**config.mk**
```make
export PLATFORM = sky130hd
export DESIGN_NAME = flipflop_bank_arbiter_flat
export DESIGN_NICKNAME = d
export VERILOG_FILES = /design/src/rtl/flipflop_bank_arbiter_if.sv /design/src/rtl/flipflop_bank_arbiter.sv /design/src/flat_wrapper.sv
export SDC_FILE = /design/constraint.sdc
export NUM_CORES = 1
export LEC_CHECK = 0
export ABC_AREA = 1
export CORE_ASPECT_RATIO = 0.75
export CORE_MARGIN = 8
export CORE_UTILIZATION = 30
export CTS_CLUSTER_SIZE = 25
export DETAILED_ROUTE_END_ITERATION = 8
export PLACE_DENSITY = 0.65
export SETUP_SLACK_MARGIN = 0.2
export SYNTH_ARGS = -nofsm -noshare
export SYNTH_HDL_FRONTEND = slang
export SYNTH_SLANG_ARGS = --single-unit
```
**constraint.sdc**
```tcl
create_clock -name clock -period 2.49 [get_ports clock]
set_input_delay 0.498 -clock clock [delete_from_list [all_inputs] [get_ports clock]]
set_output_delay 0.498 -clock clock [all_outputs]
set_load 0.02 [all_outputs]
```
**src/rtl/flipflop_bank_arbiter_if.sv**
```systemverilog
// Request/grant bundle between the producers and the shared-register arbiter.
interface flipflop_bank_arbiter_if #(
  parameter int unsigned N = 4,
  parameter int unsigned W = 8
);
  localparam int unsigned IW = $clog2(N);

  logic [N-1:0]   req;
  logic [N*W-1:0] wdata;
  logic [N-1:0]   lock;
  logic [N-1:0]   gnt;
  logic [IW-1:0]  owner;
  logic [W-1:0]   q;
  logic           q_valid;

  modport master (output req, wdata, lock, input gnt, owner, q, q_valid);
  modport slave  (input req, wdata, lock, output gnt, owner, q, q_valid);
endinterface

```
**src/rtl/flipflop_bank_arbiter.sv**
```systemverilog
// Round-robin arbiter owning one shared W-bit register written by N requesters.
// Optional hold-grant mode enabled by defining FF_ARB_LOCK_EN.
module flipflop_bank_arbiter #(
  parameter int unsigned N = 4,
  parameter int unsigned W = 8
) (
  input  logic                     clock,
  input  logic                     reset,
  flipflop_bank_arbiter_if.slave   bus
);
  localparam int unsigned IW = $clog2(N);

`ifdef FF_ARB_LOCK_EN
  typedef enum logic [1:0] {IDLE = 2'd0, GRANT = 2'd1, LOCK = 2'd2} state_t;
`else
  typedef enum logic [1:0] {IDLE = 2'd0, GRANT = 2'd1} state_t;
`endif

  state_t         state_q, state_d;
  logic [N-1:0]   gnt_q, gnt_d;
  logic [IW-1:0]  owner_q, owner_d;
  logic [IW-1:0]  ptr_q, ptr_d;
  logic [W-1:0]   q_q, q_d;
  logic           q_valid_q, q_valid_d;

  logic [N-1:0]   eff_req;
  logic           found;
  logic [IW-1:0]  win;
  logic [W-1:0]   win_data;
  int unsigned    idx;

`ifdef FF_ARB_LOCK_EN
  logic           lock_hold;
  logic [W-1:0]   lock_data;
  assign lock_hold = bus.req[owner_q] & bus.lock[owner_q];
  assign lock_data = W'(bus.wdata >> (32'(owner_q) * W));
`else
  logic unused_lock;
  assign unused_lock = ^bus.lock;
`endif

  // Scan masked requests starting at ptr; only the winner's slice is ever selected.
  always_comb begin
    eff_req  = bus.req & ~gnt_q;
    found    = 1'b0;
    win      = '0;
    win_data = '0;
    idx      = 0;
    for (int unsigned i = 0; i < N; i++) begin
      idx = 32'(ptr_q) + i;
      if (idx >= N) idx = idx - N;
      if (!found && eff_req[IW'(idx)]) begin
        found    = 1'b1;
        win      = IW'(idx);
        win_data = W'(bus.wdata >> (idx * W));
      end
    end
  end

  always_ff @(posedge clock) begin
    if (!reset) begin
      state_q   <= IDLE;
      gnt_q     <= '0;
      owner_q   <= '0;
      ptr_q     <= '0;
      q_q       <= '0;
      q_valid_q <= 1'b0;
    end else begin
      state_q   <= state_d;
      gnt_q     <= gnt_d;
      owner_q   <= owner_d;
      ptr_q     <= ptr_d;
      q_q       <= q_d;
      q_valid_q <= q_valid_d;
    end
  end

  always_comb begin
    state_d = state_q;
    case (state_q)
`ifdef FF_ARB_LOCK_EN
      LOCK: state_d = lock_hold ? LOCK : IDLE;
`endif
      default: begin
        if (found) begin
          state_d = GRANT;
`ifdef FF_ARB_LOCK_EN
          if (bus.lock[win]) state_d = LOCK;
`endif
        end else begin
          state_d = IDLE;
        end
      end
    endcase
  end

  always_comb begin
    gnt_d     = '0;
    owner_d   = owner_q;
    ptr_d     = ptr_q;
    q_d       = q_q;
    q_valid_d = q_valid_q;
    case (state_q)
`ifdef FF_ARB_LOCK_EN
      LOCK: begin
        if (lock_hold) begin
          gnt_d = gnt_q;
          q_d   = lock_data;
        end
      end
`endif
      default: begin
        if (found) begin
          gnt_d     = N'(1) << win;
          q_d       = win_data;
          owner_d   = win;
          q_valid_d = 1'b1;
          ptr_d     = (win == IW'(N - 1)) ? '0 : win + IW'(1);
        end
      end
    endcase
  end

  assign bus.gnt     = gnt_q;
  assign bus.owner   = owner_q;
  assign bus.q       = q_q;
  assign bus.q_valid = q_valid_q;
endmodule

```
**src/flat_wrapper.sv**
```systemverilog
// flat-port wrapper written by rule: the top's interface ports become plain ports
module flipflop_bank_arbiter_flat 
#(
  parameter int unsigned N = 4,
  parameter int unsigned W = 8
)
  (clock, reset, bus_req, bus_wdata, bus_lock, bus_gnt, bus_owner, bus_q, bus_q_valid);
  flipflop_bank_arbiter_if #(.N(N), .W(W)) bus_i ();
  input  logic clock;
  input  logic reset;
  input wire logic [$bits(bus_i.req)-1:0] bus_req;
  input wire logic [$bits(bus_i.wdata)-1:0] bus_wdata;
  input wire logic [$bits(bus_i.lock)-1:0] bus_lock;
  output wire logic [$bits(bus_i.gnt)-1:0] bus_gnt;
  output wire logic [$bits(bus_i.owner)-1:0] bus_owner;
  output wire logic [$bits(bus_i.q)-1:0] bus_q;
  output wire logic [$bits(bus_i.q_valid)-1:0] bus_q_valid;
  assign bus_i.req = bus_req;
  assign bus_i.wdata = bus_wdata;
  assign bus_i.lock = bus_lock;
  assign bus_gnt = bus_i.gnt;
  assign bus_owner = bus_i.owner;
  assign bus_q = bus_i.q;
  assign bus_q_valid = bus_i.q_valid;
  flipflop_bank_arbiter #(.N(N), .W(W)) u_core (.clock(clock), .reset(reset), .bus(bus_i));
endmodule
```
---- Word level (Yosys, flattened, before mapping) ----
Cells that the tools add are included.
storage, ports and cells
  bits in registers ....................... 17
  input port bits ......................... 42
  output and inout bits ................... 15
  word-level logic and storage cells ...... 61
operators by class
  add/subtract/negate cells ............... 8
  order comparisons ....................... 8
  eq/ne operators ......................... 1
  shifts and indexed selects .............. 5
  mux-type cells .......................... 25
  bitwise logic cells ..................... 2
  reduce and logical (&&, ||, !) cells .... 7
operators with widths
  kind                                                        number
  >> shifter 32 x 32 -> 8 bit                                 4
  2-to-1 mux 29 bit                                           4
  >= comparator 32 x 3 -> 1 bit, second input constant        3
  subtractor 29 x 3 -> 29 bit, second input constant          3
  2-to-1 mux 8 bit                                            4
  less-than comparator 2 x 3 -> 1 bit, second input constant  4
  2-to-1 mux 2 bit                                            5
  binary-select mux 1 bit (select 2 bit)                      4
  2-to-1 mux 1 bit                                            8
  adder 2 x 2 -> 3 bit, second input constant                 2
  AND 4 bit                                                   1
  inverter 4 bit                                              1
  << shifter 1 x 2 -> 4 bit, first input constant             1
  subtractor 2 x 3 -> 4 bit, second input constant            1
  adder 2 x 1 -> 3 bit, second input constant                 1
  >= comparator 2 x 3 -> 1 bit, second input constant         1
  logical AND 1 bit                                           3
  logical NOT 1 bit                                           3
  adder 2 x 1 -> 2 bit, second input constant                 1
  == test 2 bit, second input constant                        1
  AND reduction 2 bit                                         1

---- Longest topological paths before layout ----
  depth after elaboration ................. 16
  gate-level depth with buffers ........... 15

---- Worst setup path after synthesis ----
No wires, ideal clock.
  path kind ............................... register to register
  start ................................... register u_core.ptr_q[1]
  end ..................................... register u_core.ptr_q[1]
  data arrival time ....................... 2.060 ns
  required time ........................... 2.377 ns
  setup slack ............................. 0.317 ns
  cell stages (with the launch flop) ...... 15
  buffers on the path ..................... 3
  period minus slack after synthesis ...... 2.173 ns
  cell sequence ........................... dfxtp_1 -> inv_1 -> clkbuf_1 -> buf_2 -> ha_1 -> buf_2 -> nand3_1 -> nand2_2 -> nand2_2 -> nor2_4 -> nand3_1 -> nand2_1 -> nand2_1 -> nand3_1 -> nand2_1
on the way
  longest elaborated chain between the ends .. 16
ends and longest elaborated chain
  what                                                                  line                         RTL
  start: declaration                                                    flipflop_bank_arbiter.sv:22  logic [IW-1:0] ptr_q, ptr_d;
  start signal: assignment                                              flipflop_bank_arbiter.sv:72  ptr_q <= ptr_d;
  branches (longest 16 deep; another with subtractor 29 x 3 -> 29 bit)  -
Several ways; the timed one is not identified. The select of a mux whose other input is x is not followed.
A chain may end at the register's enable or synchronous reset.

==> out/metrics.yaml <==
placed_design:
  portBuffers: 52
  pre_cts_ws_ns: 0.2125
  place_congestion: 0.7797
  postPlaceCellArea_um2: 2392
  hpwl_um: 4119
  placedCellCount: 451
cts:
  clk_latency_ns: 0.25
  clkSinkCount: 17
  post-cts-setup-buffer-count: 0
  clk_root_buffer_cell: "clkbuf_8"
  ctsResizeCount: 0
  clk_pin_slew_ns: 0.06
  hold_buffers: 0
  cts_tree: "built"
  cts.path.max_buffers: 2
  cts_max_level: 1
  cts_buffers: 3
grt:
  grt_first_pass_wirelength_um: 9114
  grt.total_usage_pct: 12.10
  grt_overflow: 0
  grt_start_max_net_pins: 51
  grt_antenna_before_repair: 0
  grt_pass1_vias: 2014
floorplanning:
  rows: 24
  dieArea_um2: 8752
  start_util_pct: 31.02
  die_h_um: 83.05
  core-area_um2: 5796
  top_level_ports: 57
  fp.dieW_um: 105.4
worst_setup_path:
  crit_type: "reg -> reg"
  crit_end: "u_core.bus.owner[0]$_SDFFE_PN0P_"
  startpoint_type: "flip-flop"
  crit_arrival_ns: 2.17
  ff2ff_path_depth: 11
  cp.required_ns: 2.63
  worstReg2RegEnd: "u_core.bus.owner[0]$_SDFFE_PN0P_"
  critPathCaptureType: "flip-flop"
  rrSetupSlack_ns: 0.46
  path_max_fanout: 11
synth:
  synth_commonest_cells: "nand2_1, o21ai_0, inv_1"
  yosysWarnings: 0
  synth_top_area_share_pct: 27.97
  synth_most_common_cell: "nand2_1"
  synth_edf_count: 0
  avgSynthCellArea_um2: 5.465
  synth_flop_cell: "dfxtp_1"
  synth_async_sr_flop_share_pct: 0
  ys_seq_elements: 17
  netlist_area_um2: 1798
  ys_seq_area_share_pct: 18.93
  synth.area.top_cells: "nand2_1, dfxtp_1, o21ai_0"
  synthesis.instances: 329
  yosys.area.top_type: "nand2_1"
  synth.distinct_cells: 25
  syn_nets: 374
sta:
  holdWs_ns: 0.4485
  max_freq_mhz: 492.0
  max-slew-margin-rel_pct: 76.30
  hold_violations: 0
  finalSetupViolCount: 0
  rsz0062_at_grt: "false"
  slew_viol_final: 0
  clock_skew_ns: 0.005173
  period_needed_ns: 2.032
  period_share_pct: 81.62
  timing.final.ws_setup_ns: 0.4576
  tightest_slew_ns: 0.3543
  finalSetupTns_ns: 0
drt:
  drcViolationCount: 0
  firstDrtPassIters: 4
  drt-total-wl_um: 5246
  drtIter0Drc: 70
  via_per_inst: 4.747
  drtAntennaViolNets: 0
  wire_per_inst_um: 11.53
  via_count: 2160
layout:
  nets: 423
  syn_to_final_growth_pct: 36.19
  antenna_cells: 0
  final_area_um2: 2449
  layout-drive-gt1-share_pct: 7.958
  fin_cells: 455
power_and_ir_drop:
  ir_drop_v: 0.0003909
  power.density_nw_per_um2: 1228
  total_leakage_power_uw: 0.001132
status:
  status: "complete, no violations"
worst_hold_path:
  holdCritStartpoint: "u_core.bus.owner[1]$_SDFFE_PN0P_"
  hold_class: "reg -> reg"
run:
  maxCapViolCount: 0
state kept, by name (all words and copies together) (netlist names), named ones only:
register	flops
u_core.bus.gnt	4
u_core.bus.owner	2
u_core.bus.q	8
u_core.bus.q_valid	1
u_core.ptr_q	1
where the power goes:
part / internal (µW) / total (µW) / switching (µW) / leakage (µW)
Clock: 113 / 200 / 86.6 / 0.0000228
Sequential: 373 / 419 / 45.9 / 0.000141
Combinational: 844 / 2390 / 1540 / 0.000969
metal layers:
layer	GRT usage, %	part of all wire [%]	up-vias
met5	0	0	-
met1	15.29	47	935
met4	2.584	0.61	0
li1	-	-	1154
met2	19.79	45	67
met3	3.472	7.6	4
how the worst min path moves through the flow:
stage / to / depth (start not counted)
6_report: u_core.bus.owner[1]$_SDFFE_PN0P_ / 2
5_1_grt: u_core.bus.q[7]$_SDFFE_PN0P_ / 2
4_1_cts: u_core.bus.owner[1]$_SDFFE_PN0P_ / 2
3_5_place_dp: u_core.bus.owner[1]$_SDFFE_PN0P_ / 2
3_3_place_gp: u_core.bus.owner[1]$_SDFFE_PN0P_ / 2
2_1_floorplan: u_core.bus.owner[1]$_SDFFE_PN0P_ / 2
critical path, stage by stage, from the launching register on:
cell	delay (ns)
dfxtp_1	0.36
inv_2	0.05
ha_2	0.42
clkinv_1	0.17
nand3_1	0.13
nand2_2	0.09
nand3_4	0.13
nor2_4	0.07
nand2_1	0.06
clkinv_1	0.23
nand2_1	0.15
o21ai_2	0.06
layout make-up:
cell class                 count  area [µm²]
inverter                      33       123.9
clock buffer                   4       45.04
multi-input combinational    265        1272
fill                         631        3347
timing repair buffer          58       569.3
sequential                    17       340.3
tap                           78       97.59
metrics by stage:
step | power (µW) | util (%)
6_report | 3006 | 42.25
5_1_grt | 3362 | 42.25
4_1_cts | 3008 | 42.06
3_5_place_dp | 2794 | 41.28
3_3_place_gp | 2758 | 41.28
2_1_floorplan | 2174 | -
cell families (layout without fill, tap and decap cells):
family / count (synthesis) / after routing / synth area share, %
AOI/OAI and AO/OA: 68 / 68 / 19.69
adders and majority gates: 3 / 3 / 2.088
buffers and inverters: 47 / 95 / 10.72
DFF: 17 / 17 / 18.93
muxes: 2 / 2 / 1.113
and+or+nand+nor: 192 / 192 / 47.46
placed cells by master, fill, tap and decap left out, drive strengths merged:
| cell | n |
|---|---|
| nand2 | 140 |
| clkdlybuf4s50 | 52 |
| o21ai | 49 |
| inv | 31 |
| nand3 | 30 |
| nor2 | 20 |
| dfxtp | 17 |
| a21oi | 11 |
| o22ai | 8 |
| buf | 6 |
| clkbuf | 4 |
| ha | 3 |
| clkinv | 2 |
| mux2i | 2 |
| or2 | 1 |
| nor3 | 1 |
Note: power is estimated with default switching activity, not from simulation.
==> patch 1, RTL diff (same settings) <==
Reset style: asynchronous (`reset`), changed in one clocked block.
--- a/src/rtl/flipflop_bank_arbiter.sv
+++ b/src/rtl/flipflop_bank_arbiter.sv
@@ -57,7 +57,7 @@
     end
   end
 
-  always_ff @(posedge clock) begin
+  always_ff @(posedge clock or negedge reset) begin
     if (!reset) begin
       state_q   <= IDLE;
       gnt_q     <= '0;
Behaviour: differs if reset is asserted again (counterexample within 4 cycles, from zero or initial values and one cycle with reset low); with reset held inactive, the same outputs for 10 cycles.
==> patch 1 against the unedited design <==
Cell area rose by 5.5%. Synthesized area rose by 8.4%. Global-route usage rose by 0.43 points. Power rose by 23%. Worst setup slack got worse by 44 ps. Sequential cell count did not move. Wire length rose by 11%. Synthesized cell count rose by 3.3%. Core utilization fell by 1.2 points. Maximum frequency fell by 2.1%. Largest power group unchanged. Highest routed layer unchanged.
==> patch 1: results (changes against the unedited design) <==
CP max stage delay -> 400 ps (-20 ps)
Top FF cell, synth -> dfrtp_1
Net switching power -> 2.09 mW (+25%)
Post-Syn Instances -> 340 (+3.3%)
First-pass GRT wire length -> 9730 µm (+6.7%)
Top cells by count, synth -> 120 x nand2_1, 60 x o21ai_0, 30 x inv_1
Met3 WL -> 467 µm (+17%)
CP Data Arrival Time -> 2200 ps (+30 ps)
Slew HR -> 0.504 (-0.259)
Synth top area cells -> nand2_1 23%, dfrtp_1 22%, o21ai_0 15%, nand3_1 7.5%, inv_1 5.8%
WL met2 -> 2650 µm (+13%)
Final wirelength -> 5820 µm (+11%)
Non-filler instance count after layout -> 467 (+2.6%)
Async set-reset flop share out of synthesis -> 1.00 (+1.00)
RePlAce Congestion -> 0.811 (+4.1%)
CP Max Fanout -> 15 (+4)
DP HPWL -> 4650 µm (+13%)
Met1 usage -> 0.161 (+0.00814)
Placement Setup Slack -> 229 ps (+16.7 ps)
Synth Area in Adders -> 0.0193 (-0.00161)
Outcome -> complete, no violations
Seq pwr share -> 0.136 (-0.003)
Combinational power share -> 0.809 (+0.015)
Pin count of the biggest net entering global routing -> 63 (+24%)
Placed instance count -> 463 (+2.7%)
==> patch 1: tightest hold or removal path: stages (launching register included) <==
cell     delay [ps]
dfrtp_1         340
inv_1            40
nand2_1          50
==> patch 1: worst paths after layout <==
check,startpoint,to,slack [ps]
setup / recovery,u_core.ptr_q[0],u_core.ptr_q[1],410
hold / removal,u_core.bus.q_valid,u_core.bus.q_valid,470
setup reg to reg,u_core.ptr_q[0],u_core.ptr_q[1],410
hold reg to reg,u_core.bus.q_valid,u_core.bus.q_valid,470
max in group asynchronous,reset,u_core.bus.q[5],1330
min in group asynchronous,reset,u_core.bus.gnt[3],690
==> patch 1: area by class of cell <==
class                   count  area [µm²]
well taps                  81         101
flip-flops and latches     17         425
inverters                  33         126
fillers                   668        3700
repair buffers             60         584
multi-input cells         272        1300
clock inverters             1        5.00
clock buffers               3        41.3
==> patch 1: cells by family after synthesis <==
family | count (synthesis)
fa+ha+maj | 3
compound gates | 82
simple gates | 187
flops | 17
buf+inv | 51
==> patch 2, RTL diff (config.mk and constraints unchanged) <==
Made on the original files. `N` is set to 4 in 3 places; all go to 2.
--- a/src/rtl/flipflop_bank_arbiter_if.sv
+++ b/src/rtl/flipflop_bank_arbiter_if.sv
@@ -1,6 +1,6 @@
 // Request/grant bundle between the producers and the shared-register arbiter.
 interface flipflop_bank_arbiter_if #(
-  parameter int unsigned N = 4,
+  parameter int unsigned N = 2,
   parameter int unsigned W = 8
 );
   localparam int unsigned IW = $clog2(N);
--- a/src/rtl/flipflop_bank_arbiter.sv
+++ b/src/rtl/flipflop_bank_arbiter.sv
@@ -1,7 +1,7 @@
 // Round-robin arbiter owning one shared W-bit register written by N requesters.
 // Optional hold-grant mode enabled by defining FF_ARB_LOCK_EN.
 module flipflop_bank_arbiter #(
-  parameter int unsigned N = 4,
+  parameter int unsigned N = 2,
   parameter int unsigned W = 8
 ) (
   input  logic                     clock,
--- a/src/flat_wrapper.sv
+++ b/src/flat_wrapper.sv
@@ -1,7 +1,7 @@
 // flat-port wrapper written by rule: the top's interface ports become plain ports
 module flipflop_bank_arbiter_flat 
 #(
-  parameter int unsigned N = 4,
+  parameter int unsigned N = 2,
   parameter int unsigned W = 8
 )
   (clock, reset, bus_req, bus_wdata, bus_lock, bus_gnt, bus_owner, bus_q, bus_q_valid);
Ports: changed (5 resized); port bits go from 57 to 34. The function was not compared with the original's and may differ.
==> patch 2 against the unedited design <==
Count of clock-buffer cells in the layout is the same. Sequential cell count decreased by 4. Wire length is 59% lower. Combinational power fell by 91%. Worst setup slack better by 270 ps. First-iteration DRC count is 43% lower. Synthesized area fell by 54%. Cell count down 58%. Cell area fell by 53%. Power decreased by 80%. Clock skew increased by 2.9 ps.
==> patch 2: results (changes against the unedited design) <==
Outcome -> complete, no violations
Synth Area in Compound Gates -> 0.134 (-0.0626)
Clock Skews -> 8.10 ps (+2.93 ps)
Worst-Skew Late Latency -> 270 ps (+20 ps)
Critical Path Sink -> bus_gnt[0]
Cell variety after synth -> 18 (-28%)
Post-synthesis mux area share -> 0 (-0.0111)
Filler cells -> 285 (-55%)
DP HPWL -> 1690 µm (-59%)
CP max stage cell -> clkdlybuf4s50_1
CP delay by family, top -> buffers and inverters
Max VDD drop -> 0.262 mV (-33%)
Synthesis-stage register bit count -> 13 (-4)
DRT iter0 DRCs -> 40 (-43%)
Worst reg2reg endpoint -> u_core.bus.q[0]
Synth Area in Adders -> 0 (-0.0209)
Non-clk buf share -> 0.270 (+0.0377)
Comb_multi_in -> 104 (-61%)
Multi-input combinational area share -> 0.424 (-0.0959)
Share of layout cells above drive strength 1 -> 0.0705 (-0.00906)
Root buf cell -> clkbuf_4
Routed vias -> 863 (-60%)
CP Max Fanout -> 2 (-9)
Syn nets -> 148 (-60%)
Reg2reg path depth -> 7 (-4)
Final wirelength -> 2160 µm (-59%)
Worst R2R Setup Slack -> 890 ps (+430 ps)
Slew HR -> 0.523 (-0.240)
Inverters -> 4 (-88%)
Pin count of the biggest net entering global routing -> 19 (-63%)
Vias in the first global route -> 815 (-60%)
Clock network share of area -> 0.0229 (+0.00448)
CP Data Arrival Time -> 1270 ps (-900 ps)
P_int -> 0.391 mW (-71%)
Sequential element share of the synthesized area -> 0.318 (+0.128)
Top cells by count, synth -> 50 x nand2_1, 28 x nor2_1, 13 x dfxtp_1
RePlAce Congestion -> 0.704 (-9.7%)
IO Port Bufs -> 31 (-40%)
First-pass GRT wire length -> 3640 µm (-60%)
Register Area -> 260 µm² (-24%)
Nets -> 179 (-58%)
[patch 2: power by group through the flow]
stage / Clock [mW] / Sequential, mW / Combinational, mW
floorplan: 0 / 0.267 / 0.117
global placement: 0 / 0.251 / 0.213
detailed placement: 0 / 0.252 / 0.216
CTS: 0.134 / 0.247 / 0.217
global route: 0.152 / 0.249 / 0.237
finish: 0.129 / 0.247 / 0.214
[patch 2: layer usage]
| metal | GRT usage | wire length (µm) | vias up |
|---|---|---|---|
| met5 | 0 | 0 | - |
| met4 | 0.0245 | 18 | 0 |
| met3 | 0.0496 | 154 | 2 |
| met2 | 0.165 | 1010 | 22 |
| met1 | 0.104 | 978 | 379 |
| li1 | - | - | 460 |
[patch 2: stage by stage]
stage                util  cell area (µm²)  std cells  hold WS, ps  setup slack (ps)
detailed placement  0.431             1120        188          470               633
floorplan               -              820        126          555              1340
global placement    0.431             1120        188          449               637
finish              0.441             1150        192          479               725
CTS                 0.441             1150        192          491               710
global route        0.441             1150        192          534               659
